===== src/rtl/ctrl_seq_pkg.sv =====
// Shared definitions for the controller command sequencer: command kinds,
// op codes, FSM state encoding and the per-command latency lookup.
package ctrl_seq_pkg;

  localparam int CMD_W = 5;  // {kind[1:0], op[2:0]}

  localparam logic [1:0] KIND_LOAD = 2'b00;
  localparam logic [1:0] KIND_CLR  = 2'b01;
  localparam logic [1:0] KIND_COMP = 2'b10;
  localparam logic [1:0] KIND_RSVD = 2'b11;

  localparam logic [2:0] OP_ADD  = 3'b000;
  localparam logic [2:0] OP_XOR  = 3'b001;
  localparam logic [2:0] OP_MUL1 = 3'b010;
  localparam logic [2:0] OP_MUL2 = 3'b011;
  localparam logic [2:0] OP_MUL3 = 3'b100;
  localparam logic [2:0] OP_MUL4 = 3'b101;

  typedef enum logic [1:0] {
    ST_IDLE  = 2'b00,
    ST_ISSUE = 2'b01,
    ST_WAIT  = 2'b10
  } state_e;

  // Reserved kind, or COMP carrying a reserved op code.
  function automatic logic cmd_illegal(logic [1:0] kind, logic [2:0] op);
    return (kind == KIND_RSVD) || ((kind == KIND_COMP) && (op == 3'b110 || op == 3'b111));
  endfunction

  // Cycles the controller needs after the strobe; illegal commands act as a 1-cycle no-op.
  function automatic int lat_of(logic [1:0] kind, logic [2:0] op, int alu_cycles, int mul_cycles);
    if (cmd_illegal(kind, op)) return 1;
    if (kind == KIND_COMP) begin
      if (op == OP_ADD || op == OP_XOR) return alu_cycles;
      return mul_cycles;
    end
    return 1;
  endfunction

endpackage


===== src/rtl/ctrl_cmd_fifo.sv =====
// Small synchronous command FIFO with registered full flag and async active-low clear.
// A push while full is honoured only if a pop happens in the same cycle.
module ctrl_cmd_fifo #(
  parameter int DEPTH = 4,
  parameter int W     = 5
) (
  input  logic         clk,
  input  logic         clr,
  input  logic         push,
  input  logic [W-1:0] push_data,
  input  logic         pop,
  output logic [W-1:0] pop_data,
  output logic         full,
  output logic         empty
);

  localparam int AW = $clog2(DEPTH);
  localparam logic [AW:0]   FULL_CNT = (AW+1)'(DEPTH);
  localparam logic [AW:0]   CNT_ONE  = (AW+1)'(1);
  localparam logic [AW-1:0] PTR_ONE  = AW'(1);

  logic [W-1:0]  mem_q [DEPTH];
  logic [W-1:0]  mem_d [DEPTH];
  logic [AW-1:0] wr_ptr_q, wr_ptr_d;
  logic [AW-1:0] rd_ptr_q, rd_ptr_d;
  logic [AW:0]   count_q, count_d;
  logic          full_q, full_d;
  logic          do_push, do_pop;

  // Next-state for storage, pointers, occupancy and the registered full flag.
  always_comb begin
    do_pop   = pop && (count_q != '0);
    do_push  = push && (!full_q || do_pop);
    mem_d    = mem_q;
    wr_ptr_d = wr_ptr_q;
    rd_ptr_d = rd_ptr_q;
    count_d  = count_q;
    if (do_push) begin
      mem_d[wr_ptr_q] = push_data;
      wr_ptr_d        = wr_ptr_q + PTR_ONE;
    end
    if (do_pop) begin
      rd_ptr_d = rd_ptr_q + PTR_ONE;
    end
    if (do_push && !do_pop) begin
      count_d = count_q + CNT_ONE;
    end else if (!do_push && do_pop) begin
      count_d = count_q - CNT_ONE;
    end
    full_d = (count_d == FULL_CNT);
  end

  // FIFO registers.
  always_ff @(posedge clk or negedge clr) begin
    if (!clr) begin
      for (int i = 0; i < DEPTH; i++) mem_q[i] <= '0;
      wr_ptr_q <= '0;
      rd_ptr_q <= '0;
      count_q  <= '0;
      full_q   <= 1'b0;
    end else begin
      mem_q    <= mem_d;
      wr_ptr_q <= wr_ptr_d;
      rd_ptr_q <= rd_ptr_d;
      count_q  <= count_d;
      full_q   <= full_d;
    end
  end

  assign pop_data = mem_q[rd_ptr_q];
  assign full     = full_q;
  assign empty    = (count_q == '0);

endmodule


===== src/rtl/ctrl_cmd_sequencer.sv =====
// Command-side initiator for the datapath controller. Host commands are queued,
// issued one at a time as a single-cycle strobe, and followed by a fixed
// latency wait ending in a done pulse.
// Optional feature macro: CMD_ERR_EN (drop illegal commands at the input and
// raise a sticky err flag; otherwise they run as 1-cycle no-ops).
//
// Handshake: a command is accepted on any rising edge where cmd_valid && cmd_ready;
// cmd_ready is registered (FIFO not full) and never reacts combinationally to a pop.
module ctrl_cmd_sequencer
  import ctrl_seq_pkg::*;
#(
  parameter int DEPTH      = 4,
  parameter int MUL_CYCLES = 8,
  parameter int ALU_CYCLES = 1
) (
  input  logic       clk,
  input  logic       clr,
  input  logic       cmd_valid,
  output logic       cmd_ready,
  input  logic [1:0] cmd_kind,
  input  logic [2:0] cmd_op,
  output logic [2:0] op,
  output logic       load,
  output logic       comp,
  output logic       clr_cmd,
  output logic       busy,
  output logic       done,
  output logic       err
);

  localparam int CNT_W = $clog2(MUL_CYCLES + 1);
  localparam logic [CNT_W-1:0] CNT_ONE = CNT_W'(1);

  logic             accept, push, pop;
  logic [CMD_W-1:0] head;
  logic             fifo_full, fifo_empty;
  logic [1:0]       head_kind;
  logic [2:0]       head_op;
  logic             last_wait;

  state_e           state_q, state_d;
  logic [CNT_W-1:0] cnt_q, cnt_d;
  logic [2:0]       op_q, op_d;
  logic [1:0]       kind_q, kind_d;
  logic             load_q, load_d;
  logic             comp_q, comp_d;
  logic             clr_cmd_q, clr_cmd_d;
  logic             done_q, done_d;

  assign accept    = cmd_valid && cmd_ready;
  assign cmd_ready = !fifo_full;
  assign head_kind = head[4:3];
  assign head_op   = head[2:0];
  assign last_wait = (state_q == ST_WAIT) && (cnt_q == CNT_ONE);

`ifdef CMD_ERR_EN
  logic err_q, err_d;

  // Illegal commands are handshaken but never reach the queue; err latches until reset.
  always_comb begin
    push  = accept && !cmd_illegal(cmd_kind, cmd_op);
    err_d = err_q || (accept && cmd_illegal(cmd_kind, cmd_op));
  end

  // Sticky error flag.
  always_ff @(posedge clk or negedge clr) begin
    if (!clr) err_q <= 1'b0;
    else      err_q <= err_d;
  end

  assign err = err_q;
`else
  assign push = accept;
  assign err  = 1'b0;
`endif

  ctrl_cmd_fifo #(
    .DEPTH (DEPTH),
    .W     (CMD_W)
  ) u_fifo (
    .clk       (clk),
    .clr       (clr),
    .push      (push),
    .push_data ({cmd_kind, cmd_op}),
    .pop       (pop),
    .pop_data  (head),
    .full      (fifo_full),
    .empty     (fifo_empty)
  );

  // State register and registered outputs.
  always_ff @(posedge clk or negedge clr) begin
    if (!clr) begin
      state_q   <= ST_IDLE;
      cnt_q     <= '0;
      op_q      <= 3'b000;
      kind_q    <= 2'b00;
      load_q    <= 1'b0;
      comp_q    <= 1'b0;
      clr_cmd_q <= 1'b0;
      done_q    <= 1'b0;
    end else begin
      state_q   <= state_d;
      cnt_q     <= cnt_d;
      op_q      <= op_d;
      kind_q    <= kind_d;
      load_q    <= load_d;
      comp_q    <= comp_d;
      clr_cmd_q <= clr_cmd_d;
      done_q    <= done_d;
    end
  end

  // Next-state: pop the head whenever the sequencer is free to issue, with no bubble after WAIT.
  always_comb begin
    state_d = state_q;
    pop     = 1'b0;
    case (state_q)
      ST_IDLE: begin
        if (!fifo_empty) begin
          pop     = 1'b1;
          state_d = ST_ISSUE;
        end
      end
      ST_ISSUE: state_d = ST_WAIT;
      ST_WAIT: begin
        if (cnt_q == CNT_ONE) begin
          if (!fifo_empty) begin
            pop     = 1'b1;
            state_d = ST_ISSUE;
          end else begin
            state_d = ST_IDLE;
          end
        end
      end
      default: state_d = ST_IDLE;
    endcase
  end

  // Output/datapath next values: strobe decode at pop, latency load in ISSUE, countdown in WAIT.
  always_comb begin
    op_d      = op_q;
    kind_d    = kind_q;
    load_d    = 1'b0;
    comp_d    = 1'b0;
    clr_cmd_d = 1'b0;
    cnt_d     = cnt_q;
    done_d    = last_wait;
    if (pop) begin
      op_d   = head_op;
      kind_d = head_kind;
      if (!cmd_illegal(head_kind, head_op)) begin
        load_d    = (head_kind == KIND_LOAD);
        clr_cmd_d = (head_kind == KIND_CLR);
        comp_d    = (head_kind == KIND_COMP);
      end
    end
    if (state_q == ST_ISSUE) begin
      cnt_d = CNT_W'(lat_of(kind_q, op_q, ALU_CYCLES, MUL_CYCLES));
    end else if ((state_q == ST_WAIT) && (cnt_q != '0)) begin
      cnt_d = cnt_q - CNT_ONE;
    end
  end

  assign op      = op_q;
  assign load    = load_q;
  assign comp    = comp_q;
  assign clr_cmd = clr_cmd_q;
  assign done    = done_q;
  assign busy    = (state_q != ST_IDLE);

endmodule

===== config.mk =====
export PLATFORM = sky130hd
export DESIGN_NAME = ctrl_cmd_sequencer
export DESIGN_NICKNAME = d
export VERILOG_FILES = /design/src/rtl/ctrl_seq_pkg.sv /design/src/rtl/ctrl_cmd_fifo.sv /design/src/rtl/ctrl_cmd_sequencer.sv
export SDC_FILE = /design/constraint.sdc
export NUM_CORES = 1
export LEC_CHECK = 0
export BUFFER_PORTS_ARGS = -buffer_cell sky130_fd_sc_hd__clkbuf_2
export CORE_UTILIZATION = 45
export CTS_BUF_LIST = sky130_fd_sc_hd__clkbuf_4 sky130_fd_sc_hd__clkbuf_8
export CTS_CLUSTER_SIZE = 10
export DETAILED_ROUTE_END_ITERATION = 8
export GPL_TIMING_DRIVEN = 0
export PLACE_DENSITY = 0.68
export SLEW_MARGIN = 20
export SYNTH_ARGS = -nofsm -noshare
export SYNTH_HDL_FRONTEND = slang
export SYNTH_SLANG_ARGS = --single-unit

===== constraint.sdc =====
create_clock -name clk -period 4.66 [get_ports clk]
set_input_delay 0 -clock clk [delete_from_list [all_inputs] [get_ports clk]]
set_output_delay 0 -clock clk [all_outputs]
set_load 0.01 [all_outputs]

Word level (Yosys, flattened, before mapping)
Index checks and enable logic that the tools add are counted.
{"block": "word_totals", "ram_bits": 0, "mem_bits_ro": 0, "memories": 0, "register_bits": 43, "in_bits": 8, "word_cells": 108, "output_inout_bits": 10, "latchBits": 0}
{"block": "classes", "eq_ne": 16, "reduce_logical": 28, "bitwise": 2, "add_sub_neg": 5, "shift": 0, "div": 0, "n_lt_le_gt_ge": 3, "mul": 0, "mux": 38}
{"operator": "$mux W4", "n": 6}
{"operator": "$bwmux W20", "n": 1}
{"operator": "$mux W1", "n": 20}
{"operator": "$eq A3 B3 Y1 const B", "n": 5}
{"operator": "$mux W5", "n": 3}
{"operator": "$bmux W5 S2", "n": 1}
{"operator": "$demux W5 S2", "n": 1}
{"operator": "$eq A2 B2 Y1 const B", "n": 5}
{"operator": "$logic_and A1 B1 Y1", "n": 10}
{"operator": "$ge A3 B3 Y1 const B", "n": 2}
{"operator": "$logic_not A3 Y1", "n": 2}
{"operator": "$logic_or A1 B1 Y1", "n": 6}
{"operator": "$mux W3", "n": 2}
{"operator": "$not A2 Y3", "n": 2}
{"operator": "$pmux W2 S3", "n": 1}
{"operator": "$add A2 B1 Y2 const B", "n": 2}
{"operator": "$eq A2 B1 Y1 const B", "n": 2}
{"operator": "$eq A4 B1 Y1 const B", "n": 1}
{"operator": "$logic_not A2 Y1", "n": 2}
{"operator": "$mux W2", "n": 2}
{"operator": "$reduce_bool A2 Y1", "n": 2}
{"operator": "$reduce_bool A4 Y1", "n": 1}
{"operator": "$sub A4 B1 Y4 const B", "n": 1}
{"operator": "$add A3 B1 Y3 const B", "n": 1}
{"operator": "other kinds (9)", "n": 11}

Longest topological paths before layout
{"block": "depth", "depth_word": 13, "ltp_mapped": 8}

By module
From an unflattened synthesis, not the netlist that was laid out.
{"block": "unflattened", "hier_cells": 154, "area_unflattened_um2": 2077.0}
{"module": "ctrl_cmd_fifo", "n_inst": 1, "area_each_um2": 1340.0, "seq_area_each_um2": 700.7, "cells_per_inst": 92}
{"module": "ctrl_cmd_sequencer", "n_inst": 1, "area_each_um2": 737.0, "seq_area_each_um2": 375.4, "cells_per_inst": 62}

Worst setup path after synthesis
Ideal clock, no wire load.
{"block": "synth_timing", "kind": "flip-flop to flip-flop", "start": "reg cnt_q[1]", "end": "reg kind_q[1]", "arrival_ns": 1.914, "required_ns": 4.535, "path_stages_with_launch": 7, "synth_period_minus_slack_ns": 2.039, "setup_ns": 0.125, "slack_ns": 2.621, "cell_sequence": "dfrtp_1 -> inv_1 -> ha_1 -> or3b_4 -> a221oi_4 -> buf_2 -> mux2_2"}
{"block": "synth_via", "elab_chain_cells": 3}
{"item": "from (decl)", "line_no": "ctrl_cmd_sequencer.sv:42", "source": "logic [CNT_W-1:0] cnt_q, cnt_d;"}
{"item": "from (signal assigned)", "line_no": "ctrl_cmd_sequencer.sv:104", "source": "cnt_q <= cnt_d;"}
{"item": "$eq A4 B1 Y1", "line_no": "ctrl_cmd_sequencer.sv:127", "source": "if (cnt_q == CNT_ONE) begin"}
{"item": "$mux W1", "line_no": "ctrl_cmd_sequencer.sv:127"}
{"item": "$pmux W1 S2", "line_no": "ctrl_cmd_sequencer.sv:118", "source": "case (state_q)"}
{"item": "to (signal assigned)", "line_no": "ctrl_cmd_sequencer.sv:106", "source": "kind_q <= kind_d;"}
{"item": "to (decl)", "line_no": "ctrl_cmd_sequencer.sv:44", "source": "logic [1:0] kind_q, kind_d;"}
Every way passes these cells.
A chain may end at the register's enable or synchronous reset.

Worst setup path in the final report
Same ends and word-level chain as after synthesis.

==> impl_metrics.prom <==
# TYPE chip_impl_metric gauge
chip_impl_metric{name="i_o_pins",unit=""} 18
chip_impl_info{name="cts_root_buffer",value="clkbuf_8"} 1
chip_impl_metric{name="synthesis.yosys.warnings",unit=""} 0
chip_impl_info{name="dominant_combinational_cell_family_by_area_after_synthesis",value="multiplexers"} 1
chip_impl_metric{name="postSynthCellCount",unit=""} 154
chip_impl_info{name="worstHoldPathType",value="in -> reg"} 1
chip_impl_metric{name="number_of_global_route_vias_before_repair",unit=""} 1208
chip_impl_metric{name="h-tree-depth",unit=""} 2
chip_impl_metric{name="achievable-frequency",unit="MHz"} 444
chip_impl_metric{name="place.port_buffers",unit=""} 16
chip_impl_metric{name="p_leak",unit="nW"} 1.07
chip_impl_metric{name="yosysSeqAreaShare",unit=""} 0.536
chip_impl_metric{name="maximum_number_of_pins_on_one_net_before_global_route_repair",unit=""} 44
chip_impl_metric{name="timing.setup.tns",unit="ns"} 0
chip_impl_metric{name="drv_slew",unit=""} 0
chip_impl_info{name="synthTopCellsByArea",value="dfrtp_1 54%, mux2_2 13%, ha_1 6.2%"} 1
chip_impl_metric{name="cp.arrival",unit="ns"} 2.44
chip_impl_metric{name="grt_antenna_before_repair",unit=""} 0
chip_impl_metric{name="core",unit="um^2"} 4140
chip_impl_metric{name="initial_cell_density_of_the_core",unit=""} 0.484
chip_impl_info{name="timing.critical_path.slowest_stage_cell",value="or3b_4"} 1
chip_impl_metric{name="postRouteAntennaNets",unit=""} 0
chip_impl_info{name="tritoncts",value="done"} 1
chip_impl_metric{name="postCtsResizedCells",unit=""} 0
chip_impl_metric{name="die_height",unit="um"} 68.8
chip_impl_metric{name="chipWidth",unit="um"} 68.8
chip_impl_metric{name="route.detailed.wl_per_inst",unit="um"} 15.1
chip_impl_info{name="post-synth-top-area-cell",value="dfrtp_1"} 1
chip_impl_metric{name="grt_pass1_wl",unit="um"} 5690
chip_impl_metric{name="syn_avg_cell_area",unit="um^2"} 13.0
chip_impl_metric{name="layout_min_cycle_time",unit="ns"} 2.25
chip_impl_metric{name="switching_share",unit=""} 0.337
chip_impl_metric{name="share_seq_of_total_power",unit=""} 0.384
chip_impl_metric{name="critical_path_required",unit="ns"} 4.85
chip_impl_info{name="run_status",value="completed"} 1
chip_impl_metric{name="rows",unit=""} 23
chip_impl_metric{name="synth-simple-area-share",unit=""} 0.0829
chip_impl_metric{name="synth_compound_gate_area_share",unit=""} 0.0505
chip_impl_metric{name="synth.cell_area",unit="um^2"} 2010
chip_impl_info{name="timing_worst_setup_path_type",value="reg -> reg"} 1
chip_impl_metric{name="die-area",unit="um^2"} 4730
chip_impl_metric{name="power.switching",unit="mW"} 0.587
chip_impl_metric{name="insertion_delay",unit="ns"} 0.30
chip_impl_metric{name="power.density",unit="nW/um^2"} 746
chip_impl_metric{name="dr.first_iter.drc_count",unit=""} 56
chip_impl_metric{name="fin_nets",unit=""} 200
chip_impl_metric{name="final.period_utilization",unit=""} 0.483
chip_impl_metric{name="cts_made_buffers",unit=""} 5
chip_impl_metric{name="postCtsSetupRepairBufs",unit=""} 0
chip_impl_metric{name="cts.path.max_buffers",unit=""} 2
chip_impl_metric{name="maxSlewHeadroom",unit=""} 0.369
chip_impl_info{name="cp-end-kind",value="register"} 1
chip_impl_metric{name="mappedNetlistNets",unit=""} 172
chip_impl_metric{name="finish.utilization",unit=""} 0.564
chip_impl_info{name="final_cell_mix",value="43 x dfrtp_1, 24 x mux2_2, 15 x clkbuf_2"} 1
chip_impl_metric{name="vdd.ir_drop.worst",unit="mV"} 0.386
chip_impl_metric{name="pwr-share-clk",unit=""} 0.198
chip_impl_metric{name="synth_mux_area_frac",unit=""} 0.201
chip_impl_info{name="rsz_0062_raised_after_global_routing",value="no"} 1
chip_impl_metric{name="post_route_cells_drive_above_1_share",unit=""} 0.322
chip_impl_metric{name="synth_xor_xnor_area_share",unit=""} 0.0349
chip_impl_metric{name="via_per_inst",unit=""} 5.31
chip_impl_metric{name="clkTransAtPathRegs",unit="ns"} 0.09
chip_impl_metric{name="netlist-cell-type-count",unit=""} 33
chip_impl_metric{name="numClockSinks",unit=""} 43
chip_impl_info{name="postSynth.topFlopCell",value="dfrtp_1"} 1
chip_impl_metric{name="synth.ff_latch_count",unit=""} 43
chip_impl_metric{name="insertedDiodeCount",unit=""} 0
chip_impl_metric{name="vias_after_detailed_routing",unit=""} 1238
chip_impl_info{name="mostFrequentLayoutCell",value="dfrtp_1"} 1
chip_impl_metric{name="synth-adder-area-share",unit=""} 0.0623
chip_impl_metric{name="slew_at_the_pin_closest_to_its_max_slew_limit",unit="ns"} 0.946
chip_impl_metric{name="groute.usage.overall",unit=""} 0.174
chip_impl_metric{name="detailedPlacementHpwl",unit="um"} 2420
chip_impl_metric{name="async_flop_share",unit=""} 1.00
chip_impl_metric{name="reg2reg_setup_slack",unit="ns"} 2.41
chip_impl_metric{name="top_cell_type_s_share_of_synthesized_area",unit=""} 0.536
chip_impl_metric{name="globalRoute.totalOverflow",unit=""} 0
chip_impl_metric{name="drcViolationCount",unit=""} 0
chip_impl_metric{name="share_comb_of_total_power",unit=""} 0.418
chip_impl_metric{name="setup_viol",unit=""} 0
chip_impl_metric{name="synth_enable_flop_cells",unit=""} 0
chip_impl_metric{name="cts_hold_repair.buffers",unit=""} 5
chip_impl_metric{name="dr.pass1.iters",unit=""} 4
chip_impl_metric{name="layout-area-overhead-vs-synth",unit="%"} 16.4
chip_impl_metric{name="max_stage_delay",unit="ns"} 0.41
chip_impl_metric{name="gp_routability_congestion",unit=""} 0.826
chip_impl_metric{name="cap_viol_max_count",unit=""} 0
chip_impl_info{name="path_cells",value="inv_1, ha_1, or3b_4, a221oi_4, buf_2, mux2_2"} 1
chip_impl_info{name="setup.worst_path.start_class",value="register"} 1
chip_impl_metric{name="worst-path-max-fanout",unit=""} 10
chip_impl_metric{name="post_route_clock_skew",unit="ns"} 0.00972
chip_impl_metric{name="finalHoldViolCount",unit=""} 0
chip_impl_metric{name="internal-power",unit="mW"} 1.16
chip_impl_metric{name="finalWirelength",unit="um"} 3510
-- critical path: cells and delay by family (launching register included) --
family,cells,cell delay (ns)
buffers and inverters,2,0.41
AOI/OAI and AO/OA,1,0.40
and+or+nand+nor,1,0.41
DFF,1,0.40
muxes,1,0.36
adders and majority gates,1,0.17
-- layer usage --
layer | global-route usage | vias up | wire length, um
met4 | 0.0816 | 0 | 64
met2 | 0.286 | 29 | 1710
met5 | 0 | - | 0
met1 | 0.217 | 621 | 1610
li1 | - | 580 | -
met3 | 0.0395 | 8 | 130
-- power groups by stage --
stage | combinational (mW) | clock, mW | sequential [mW]
CTS | 0.738 | 0.353 | 0.668
finish | 0.728 | 0.346 | 0.668
global placement | 0.691 | 0 | 0.658
global route | 0.815 | 0.363 | 0.689
floorplan | 0.569 | 0 | 0.650
detailed placement | 0.726 | 0 | 0.673
-- synth_stat cells (3+ instances only) --
library cell	count
o21ai_0	4
mux2_2	24
dfrtp_1	43
inv_1	10
xnor2_1	6
nand2b_1	3
a21oi_1	4
mux4_2	5
nor2_1	5
ha_1	10
nand2_1	13
-- kinds of logic (layout without fill, tap and decap cells) --
family / Yosys count / in the layout
buffers and inverters: 15 / 44
adders and majority gates: 10 / 10
and+or+nand+nor: 32 / 32
other: 1 / 1
DFF: 43 / 43
xor gates and xnor gates: 8 / 8
AOI/OAI and AO/OA: 14 / 14
muxes: 31 / 31
-- worst paths after layout --
path	start	to	depth (start not counted)
worst max-delay path	cnt_q[1]$_DFFE_PN0P_	kind_q[1]$_DFFE_PN0P_	6
worst min-delay path	cmd_op[1]	u_fifo.mem_q[1]$_DFFE_PN0P_	2
worst max register to register	cnt_q[1]$_DFFE_PN0P_	kind_q[1]$_DFFE_PN0P_	6
worst min register to register	u_fifo.mem_q[18]$_DFFE_PN0P_	u_fifo.mem_q[18]$_DFFE_PN0P_	1
max in group asynchronous	clr	u_fifo.mem_q[6]$_DFFE_PN0P_	2
min in group asynchronous	clr	cnt_q[2]$_DFFE_PN0P_	2
-- stage by stage --
| stage | power [mW] | std cells | area, um^2 | setup slack, ns | hold WS [ns] |
|---|---|---|---|---|---|
| 2_1_floorplan | 1.22 | 154 | 2010 | 2.62 | -0.296 |
| 3_3_place_gp | 1.35 | 220 | 2150 | 2.48 | 0.210 |
| 3_5_place_dp | 1.40 | 220 | 2150 | 2.40 | 0.240 |
| 4_1_cts | 1.76 | 233 | 2340 | 2.38 | 0.0126 |
| 5_1_grt | 1.87 | 233 | 2340 | 2.28 | 0.0281 |
| 6_report | 1.74 | 233 | 2340 | 2.41 | 0.0199 |
-- flip-flops by register name, summed over array words and instances, names as in the netlist --
register and flops:
load 1, clr_cmd 1, op 3, u_fifo.full 1, state_q 2, u_fifo.rd_ptr_q 2
u_fifo.count_q 3, cnt_q 4, kind_q 2, comp 1, u_fifo.wr_ptr_q 2, done 1
u_fifo.mem_q 20
-- cell type report --
type | count | area (um^2)
multi-input combinational | 96 | 870
timing repair buffer | 21 | 130
tap | 50 | 62.6
fill | 351 | 1810
clock buffer | 6 | 76.3
sequential | 43 | 1080
clock inverter | 2 | 60.1
inverter | 10 | 37.5
buffer | 5 | 23.8
Note: power is estimated with default switching activity, not from simulation.
